--- src/rtl/act_tile_fetch.sv ---
// rtl/act_tile_fetch.sv - assembles 4x4-spatial x 4-channel activation tiles from SRAM group A
module act_tile_fetch #(
  parameter int CH_NUM       = 4,
  parameter int ACT_PER_ADDR = 4,
  parameter int BW_PER_ACT   = 8,
  parameter int BLK_DIM      = 7,
  parameter int ADDR_STRIDE  = 6
) (
  input  logic                                        clk,
  input  logic                                        rst_n,
  input  logic                                        start,
  output logic                                        busy,
  output logic                                        done,
  output logic [5:0]                                  sram_raddr_a0,
  output logic [5:0]                                  sram_raddr_a1,
  output logic [5:0]                                  sram_raddr_a2,
  output logic [5:0]                                  sram_raddr_a3,
  input  logic [CH_NUM*ACT_PER_ADDR*BW_PER_ACT-1:0]   sram_rdata_a0,
  input  logic [CH_NUM*ACT_PER_ADDR*BW_PER_ACT-1:0]   sram_rdata_a1,
  input  logic [CH_NUM*ACT_PER_ADDR*BW_PER_ACT-1:0]   sram_rdata_a2,
  input  logic [CH_NUM*ACT_PER_ADDR*BW_PER_ACT-1:0]   sram_rdata_a3,
  output logic                                        out_valid,
  input  logic                                        out_ready,
  output logic [4*CH_NUM*ACT_PER_ADDR*BW_PER_ACT-1:0] out_data,
  output logic [2:0]                                  out_row,
  output logic [2:0]                                  out_col,
  output logic                                        out_last
);
  localparam int WORD_W = CH_NUM * ACT_PER_ADDR * BW_PER_ACT;
  localparam int TILE_W = 4 * WORD_W;
  localparam int IDX_W  = $clog2(TILE_W);
  localparam int WIDX_W = $clog2(WORD_W);
  localparam logic [2:0] LAST_POS = 3'(BLK_DIM - 2);

  typedef enum logic [1:0] {S_IDLE, S_RUN, S_DRAIN} state_t;

  state_t              state_q, state_d;
  logic [2:0]          by_q, bx_q, nxt_by, nxt_bx, tgt_by, tgt_bx;
  logic                inflight_q;
  logic [2:0]          if_by_q, if_bx_q;
  logic [5:0]          raddr_q [4];
  logic [WORD_W-1:0]   rdata [4];
  logic [TILE_W-1:0]   mem_data [2];
  logic [2:0]          mem_row [2];
  logic [2:0]          mem_col [2];
  logic                mem_last [2];
  logic                rd_ptr_q, wr_ptr_q;
  logic [1:0]          count_q;
  logic                pop, can_issue, issue, load_first, advance, last_tile;
  logic [TILE_W-1:0]   asm_data;
  logic [IDX_W-1:0]    dst_hi;
  logic [WIDX_W-1:0]   src_hi;

  // Bank b={p,q} of tile (by,bx) holds block (by+i, bx+j) with i=p^by[0], j=q^bx[0].
  function automatic logic [5:0] blk_addr(input logic [2:0] by, input logic [2:0] bx, input int b);
    logic [2:0] r, c;
    r = by + {2'b00, by[0] ^ (b / 2 != 0)};
    c = bx + {2'b00, bx[0] ^ (b % 2 != 0)};
    return 6'(ADDR_STRIDE * int'(r[2:1]) + int'(c[2:1]));
  endfunction

  assign rdata[0] = sram_rdata_a0;
  assign rdata[1] = sram_rdata_a1;
  assign rdata[2] = sram_rdata_a2;
  assign rdata[3] = sram_rdata_a3;
  assign sram_raddr_a0 = raddr_q[0];
  assign sram_raddr_a1 = raddr_q[1];
  assign sram_raddr_a2 = raddr_q[2];
  assign sram_raddr_a3 = raddr_q[3];

  assign out_valid = (count_q != 2'd0);
  assign out_data  = mem_data[rd_ptr_q];
  assign out_row   = mem_row[rd_ptr_q];
  assign out_col   = mem_col[rd_ptr_q];
  assign out_last  = out_valid && mem_last[rd_ptr_q];

  assign pop       = out_valid && out_ready;
  // Credit check: FIFO occupancy plus the read in flight must leave room for this issue.
  assign can_issue = ({1'b0, count_q} + {2'b00, inflight_q}) < (3'd2 + {2'b00, pop});
  assign last_tile = (by_q == LAST_POS) && (bx_q == LAST_POS);
  assign nxt_bx    = (bx_q == LAST_POS) ? 3'd0 : bx_q + 3'd1;
  assign nxt_by    = (bx_q == LAST_POS) ? by_q + 3'd1 : by_q;
  assign advance   = load_first || (issue && !last_tile);
  assign tgt_by    = load_first ? 3'd0 : nxt_by;
  assign tgt_bx    = load_first ? 3'd0 : nxt_bx;

  always_comb begin
    state_d    = state_q;
    issue      = 1'b0;
    load_first = 1'b0;
    busy       = 1'b0;
    done       = 1'b0;
    case (state_q)
      S_IDLE: begin
        if (start) begin
          state_d    = S_RUN;
          load_first = 1'b1;
        end
      end
      S_RUN: begin
        busy  = 1'b1;
        issue = can_issue;
        if (issue && last_tile) state_d = S_DRAIN;
      end
      S_DRAIN: begin
        if (count_q == 2'd0 && !inflight_q) begin
          done    = 1'b1;
          state_d = S_IDLE;
        end else begin
          busy = 1'b1;
        end
      end
      default: state_d = S_IDLE;
    endcase
  end

  // Scatter the four bank words into tile slots ch*16 + Y*4 + X using the in-flight tag parity.
  always_comb begin
    asm_data = '0;
    dst_hi   = '0;
    src_hi   = '0;
    for (int b = 0; b < 4; b++) begin
      for (int ch = 0; ch < CH_NUM; ch++) begin
        for (int y = 0; y < 2; y++) begin
          for (int x = 0; x < 2; x++) begin
            dst_hi = IDX_W'(TILE_W - 1 - BW_PER_ACT * (ch * 16
                     + (2 * ((b / 2) ^ int'(if_by_q[0])) + y) * 4
                     + 2 * ((b % 2) ^ int'(if_bx_q[0])) + x));
            src_hi = WIDX_W'(WORD_W - 1 - BW_PER_ACT * (ch * 4 + y * 2 + x));
            asm_data[dst_hi -: BW_PER_ACT] = rdata[b][src_hi -: BW_PER_ACT];
          end
        end
      end
    end
  end

  always_ff @(posedge clk) begin
    if (!rst_n) begin
      state_q    <= S_IDLE;
      by_q       <= '0;
      bx_q       <= '0;
      inflight_q <= 1'b0;
      if_by_q    <= '0;
      if_bx_q    <= '0;
      rd_ptr_q   <= 1'b0;
      wr_ptr_q   <= 1'b0;
      count_q    <= '0;
      for (int b = 0; b < 4; b++) raddr_q[b] <= '0;
      for (int e = 0; e < 2; e++) begin
        mem_data[e] <= '0;
        mem_row[e]  <= '0;
        mem_col[e]  <= '0;
        mem_last[e] <= 1'b0;
      end
    end else begin
      state_q <= state_d;
      // Address registers always track the next tile to issue, so they hold while stalled.
      if (advance) begin
        by_q <= tgt_by;
        bx_q <= tgt_bx;
        for (int b = 0; b < 4; b++) raddr_q[b] <= blk_addr(tgt_by, tgt_bx, b);
      end
      inflight_q <= issue;
      if (issue) begin
        if_by_q <= by_q;
        if_bx_q <= bx_q;
      end
      if (inflight_q) begin
        mem_data[wr_ptr_q] <= asm_data;
        mem_row[wr_ptr_q]  <= if_by_q;
        mem_col[wr_ptr_q]  <= if_bx_q;
        mem_last[wr_ptr_q] <= (if_by_q == LAST_POS) && (if_bx_q == LAST_POS);
        wr_ptr_q           <= ~wr_ptr_q;
      end
      if (pop) rd_ptr_q <= ~rd_ptr_q;
      count_q <= count_q + {1'b0, inflight_q} - {1'b0, pop};
    end
  end
endmodule

--- config.mk ---
export PLATFORM = sky130hd
export DESIGN_NAME = act_tile_fetch
export DESIGN_NICKNAME = d
export VERILOG_FILES = /design/src/rtl/act_tile_fetch.sv
export SDC_FILE = /design/constraint.sdc
export NUM_CORES = 2
export LEC_CHECK = 0
export BUFFER_PORTS_ARGS = -buffer_cell sky130_fd_sc_hd__buf_2
export CAP_MARGIN = 25
export CORE_AREA = 2 2 408 410
export CTS_CLUSTER_DIAMETER = 80
export CTS_CLUSTER_SIZE = 28
export DETAILED_ROUTE_END_ITERATION = 10
export DIE_AREA = 0 0 410 412
export PLACE_DENSITY_LB_ADDON = 0.3
export SLEW_MARGIN = 20
export SYNTH_ARGS = -nofsm -noshare
export SYNTH_HDL_FRONTEND = slang
export SYNTH_SLANG_ARGS = --single-unit
--- constraint.sdc ---
create_clock -name clk -period 18.75 [get_ports clk]
set_clock_uncertainty 0.1 [all_clocks]
set_input_delay 1.875 -clock clk [delete_from_list [all_inputs] [get_ports clk]]
set_output_delay 1.875 -clock clk [all_outputs]
set_load 0.01 [all_outputs]
==> metrics.md <==
| Metric | Value |
|---|---|
| Yosys top cell by area | `edfxtp_1` |
| WP data required | `18.95 ns` |
| Finished Cell Area | `64400 sq um` |
| Gate Count Post-Synth | `between 4000 and 5000` |
| Period Utilization, post-route | `34.7%` |
| Sequential-to-total area share from yosys stat | `58.7%` |
| Final design utilization | `39.2%` |
| Dpl hpwl | `roughly 130 mm` |
| CP Class | `in2reg` |
| Pin count of the biggest net entering global routing | `about 180` |
| Slew HR | `28.1%` |
| Die Wd | `410 microns` |
| Number of vias per cell | `5.05` |
| # DRC | `0` |
| GRT Total Usage | `20.5%` |
| Hold Fails Final Rpt | `0` |
| Top cells by area, synth | `edfxtp_1, mux2_2, nor2_1, mux2i_1, o21ai_1` |
| Type of origin of the critical path | `input port` |
| Post-synth net total | `5254` |
| Vias in the first global route | `38200` |
| Pwr per Cell Area | `around 110 nW/um^2` |
| ANT nets after route | `0` |
| Yosys reg bits | `1079` |
| Initial antenna violation count | `a little under 80` |
| Most used cell, CP | `buf_4` |
| Die area | `169000 sq um` |
| Sw power | `2.39 mW` |
| Slowest-stage cell, CP | `nand2_4` |
| Gate power share | `31.5%` |
| Sequential power share | `43.4%` |
| Rows | `149` |
| Leak Pwr | `24.9 nW` |
| Synth warn | `0` |
| Core area | `164000 sq um` |
| Post-cts sizing count | `0` |
| Synthesized area per cell | `11.6 sq um` |
| Outcome | `finished, final reports clean` |
| I/O pin count | `~1100` |
| P_int | `roughly 4.7 mW` |
| Family with the most delay on the worst path | `buffers and inverters` |
| Htree depth | `3` |
| Routed wire per std cell | `between 20 and 25 microns` |
| Grt ovf | `0` |
| Synth Cell Area | `54900 sq um` |
| Asr flop ratio synth | `0%` |
| Setup violations, final | `0` |
| TritonCTS buffer count | `70` |
| Sinks on Clock Net | `1079` |
| Power, Total | `7.07 mW` |
| Root Buffer | `clkbuf_16` |
| Cell Area, Placed | `61700 sq um` |
| RSZ-0062 raised after global routing | `false` |
| Clock group share of total power | `approximately a quarter` |
| Most frequent cells after synthesis | `edfxtp_1, nor2_1, mux2_2` |
| CP cell instances | `buf_2 > buf_4 > nand3_4 > nand2_4 > buf_4 > buf_4 > buf_4` |
| Drt pass-1 iters | `7` |
| TNS Setup | `0 ns` |
| Cts hold-fix bufs | `0` |
| Switching share of power | `33.8%` |
| Setup Fix Bufs, Post-CTS | `0` |
| Worst Hold Class | `reg2reg` |
| IO buf count | `1061` |
| Peak Freq | `approximately 150 MHz` |
| Slew of the pin with the lowest slew margin | `1.08 ns` |
| Layout cell share with drive strength beyond 1 | `36.0%` |
| Critical Path AT | `6.71 ns` |
| Final Net Count | `around 6100` |
| CTS tree | `yes` |
| Post-synth top area share | `57.9%` |
| Global-route wire length before repair | `257 mm` |
| Library cells used by synthesis | `49` |
| 1st-iter DRT viols | `3323` |
| Synth Flop Type | `edfxtp_1` |
| DRT Wirelength | `181 mm` |
| Slew Viols, Final | `0` |
| CTS Buffer Depth | `3` |
| Worst path bufs/invs | `5` |
| Top-count cell post-synth | `edfxtp_1` |
| Min Clock Period, post-route | `6.51 ns` |
| GPL Wtd Cong | `between 0.9 and 1` |
| Crit-path max cell delay | `0.95 ns` |
| EDFF count, synth | `1057` |
| Worst Setup End Kind | `flop` |
| Die height | `412 microns` |
| Clk pin slew, worst setup/hold paths | `~0.10 ns` |
| Synth-to-layout area growth | `17.5%` |
| Clock latency on the worst-skew pair | `between 0.6 and 0.7 ns` |
| Max_cap viols | `0` |
| Vias post-DR | `between 30000 and 40000` |
| Maximum vdd drop | `about 0.000085 V` |
| Starting density of the core | `33.4%` |
| CP Max Fanout | `68` |
[path summary, 6_finish.rpt]
check	start	endpoint	slack, ns	cells past startpoint
hold reg to reg	mem_last[1]	mem_last[1]	0.38	2
hold / removal	mem_last[1]	mem_last[1]	0.38	2
setup / recovery	rst_n	mem_data[1][405]	12.24	7
setup reg to reg	inflight_q	mem_data[1][405]	13.15	5
[logic make-up (layout without fill, tap and decap cells)]
| family | after synthesis | in the layout | synth area share (%) |
|---|---|---|---|
| AO/OA/AOI/OAI | 546 | 546 | 5.10 |
| XOR/XNOR | 15 | 15 | 0.239 |
| adder cells (fa/ha/maj) | 23 | 23 | 0.525 |
| buffers and inverters | 375 | 1259 | 3.21 |
| flip-flops | 1079 | 1079 | 58.7 |
| multiplexers | 1035 | 1035 | 20.7 |
| other | 0 | 44 | 0 |
| AND/OR/NAND/NOR | 1642 | 1642 | 11.6 |
[power groups by stage]
stage               sequential [mW]  combinational, mW  clock [mW]
finish                         3.07               2.23        1.77
global route                   3.10               2.38        1.90
CTS                            3.07               2.23        1.82
detailed placement             3.13               2.22           0
global placement               3.12               2.22           0
floorplan                      3.22               1.34           0
[layout by cell type, fill, tap and decap left out, types with 5 or more instances in the layout]
master / instances
inv_8: 6
diode_2: 44
o21ai_0: 5
buf_4: 50
nor2_1: 1039
and3_1: 17
edfxtp_1: 1057
nor3_1: 5
ha_1: 23
clkbuf_16: 70
clkinv_16: 5
and2_1: 15
buf_2: 1061
nand3_1: 10
xor2_1: 6
a21boi_0: 7
mux2i_1: 260
dfxtp_1: 19
clkinv_8: 12
nand2_1: 526
o21ai_1: 516
inv_6: 8
inv_1: 12
mux2_2: 766
xnor2_1: 9
mux2_1: 9
[state kept, by name (all words and copies together) (netlist names), 2 cells and up, named ones only]
register and flops:
mem_data 1024, state_q 2, mem_last 2, count_q 2, mem_row 6, bx_q 3
if_bx_q 3, raddr_q 21, by_q 3, mem_col 6, if_by_q 3
[per-stage QoR]
stage / instances / hold slack (ns) / setup WS [ns]
2_1_floorplan: 4715 / 0.354 / 3.87
3_3_place_gp: 7657 / 0.367 / 11.55
3_5_place_dp: 7657 / 0.372 / 11.52
4_1_cts: 7785 / 0.387 / 11.84
5_1_grt: 7809 / 0.428 / 11.95
6_report: 7832 / 0.384 / 12.24
[area by class of cell]
class	instances	area (sq um)
antenna	44	110
clock buffer	73	1760
multi-input combinational	3261	20900
sequential	1079	32200
timing repair buffer	1118	5850
clock inverter	55	795
inverter	13	56.3
tap	2189	2740
fill	16100	99800
[layer usage]
metal | up-vias | part of all wire [%] | global-route usage, %
li1 | 18400 | - | -
met1 | 19400 | 41 | 25.8
met2 | 1423 | 47 | 33.4
met3 | 292 | 9.0 | 6.19
met4 | 42 | 3.3 | 7.05
met5 | - | 0.15 | 0
[worst min-delay path: stages, from the launching register on]
cell     delay (ns)
dfxtp_1        0.33
nand3_1        0.07
o21ai_1        0.05
Power figures use the tool's default switching activity.
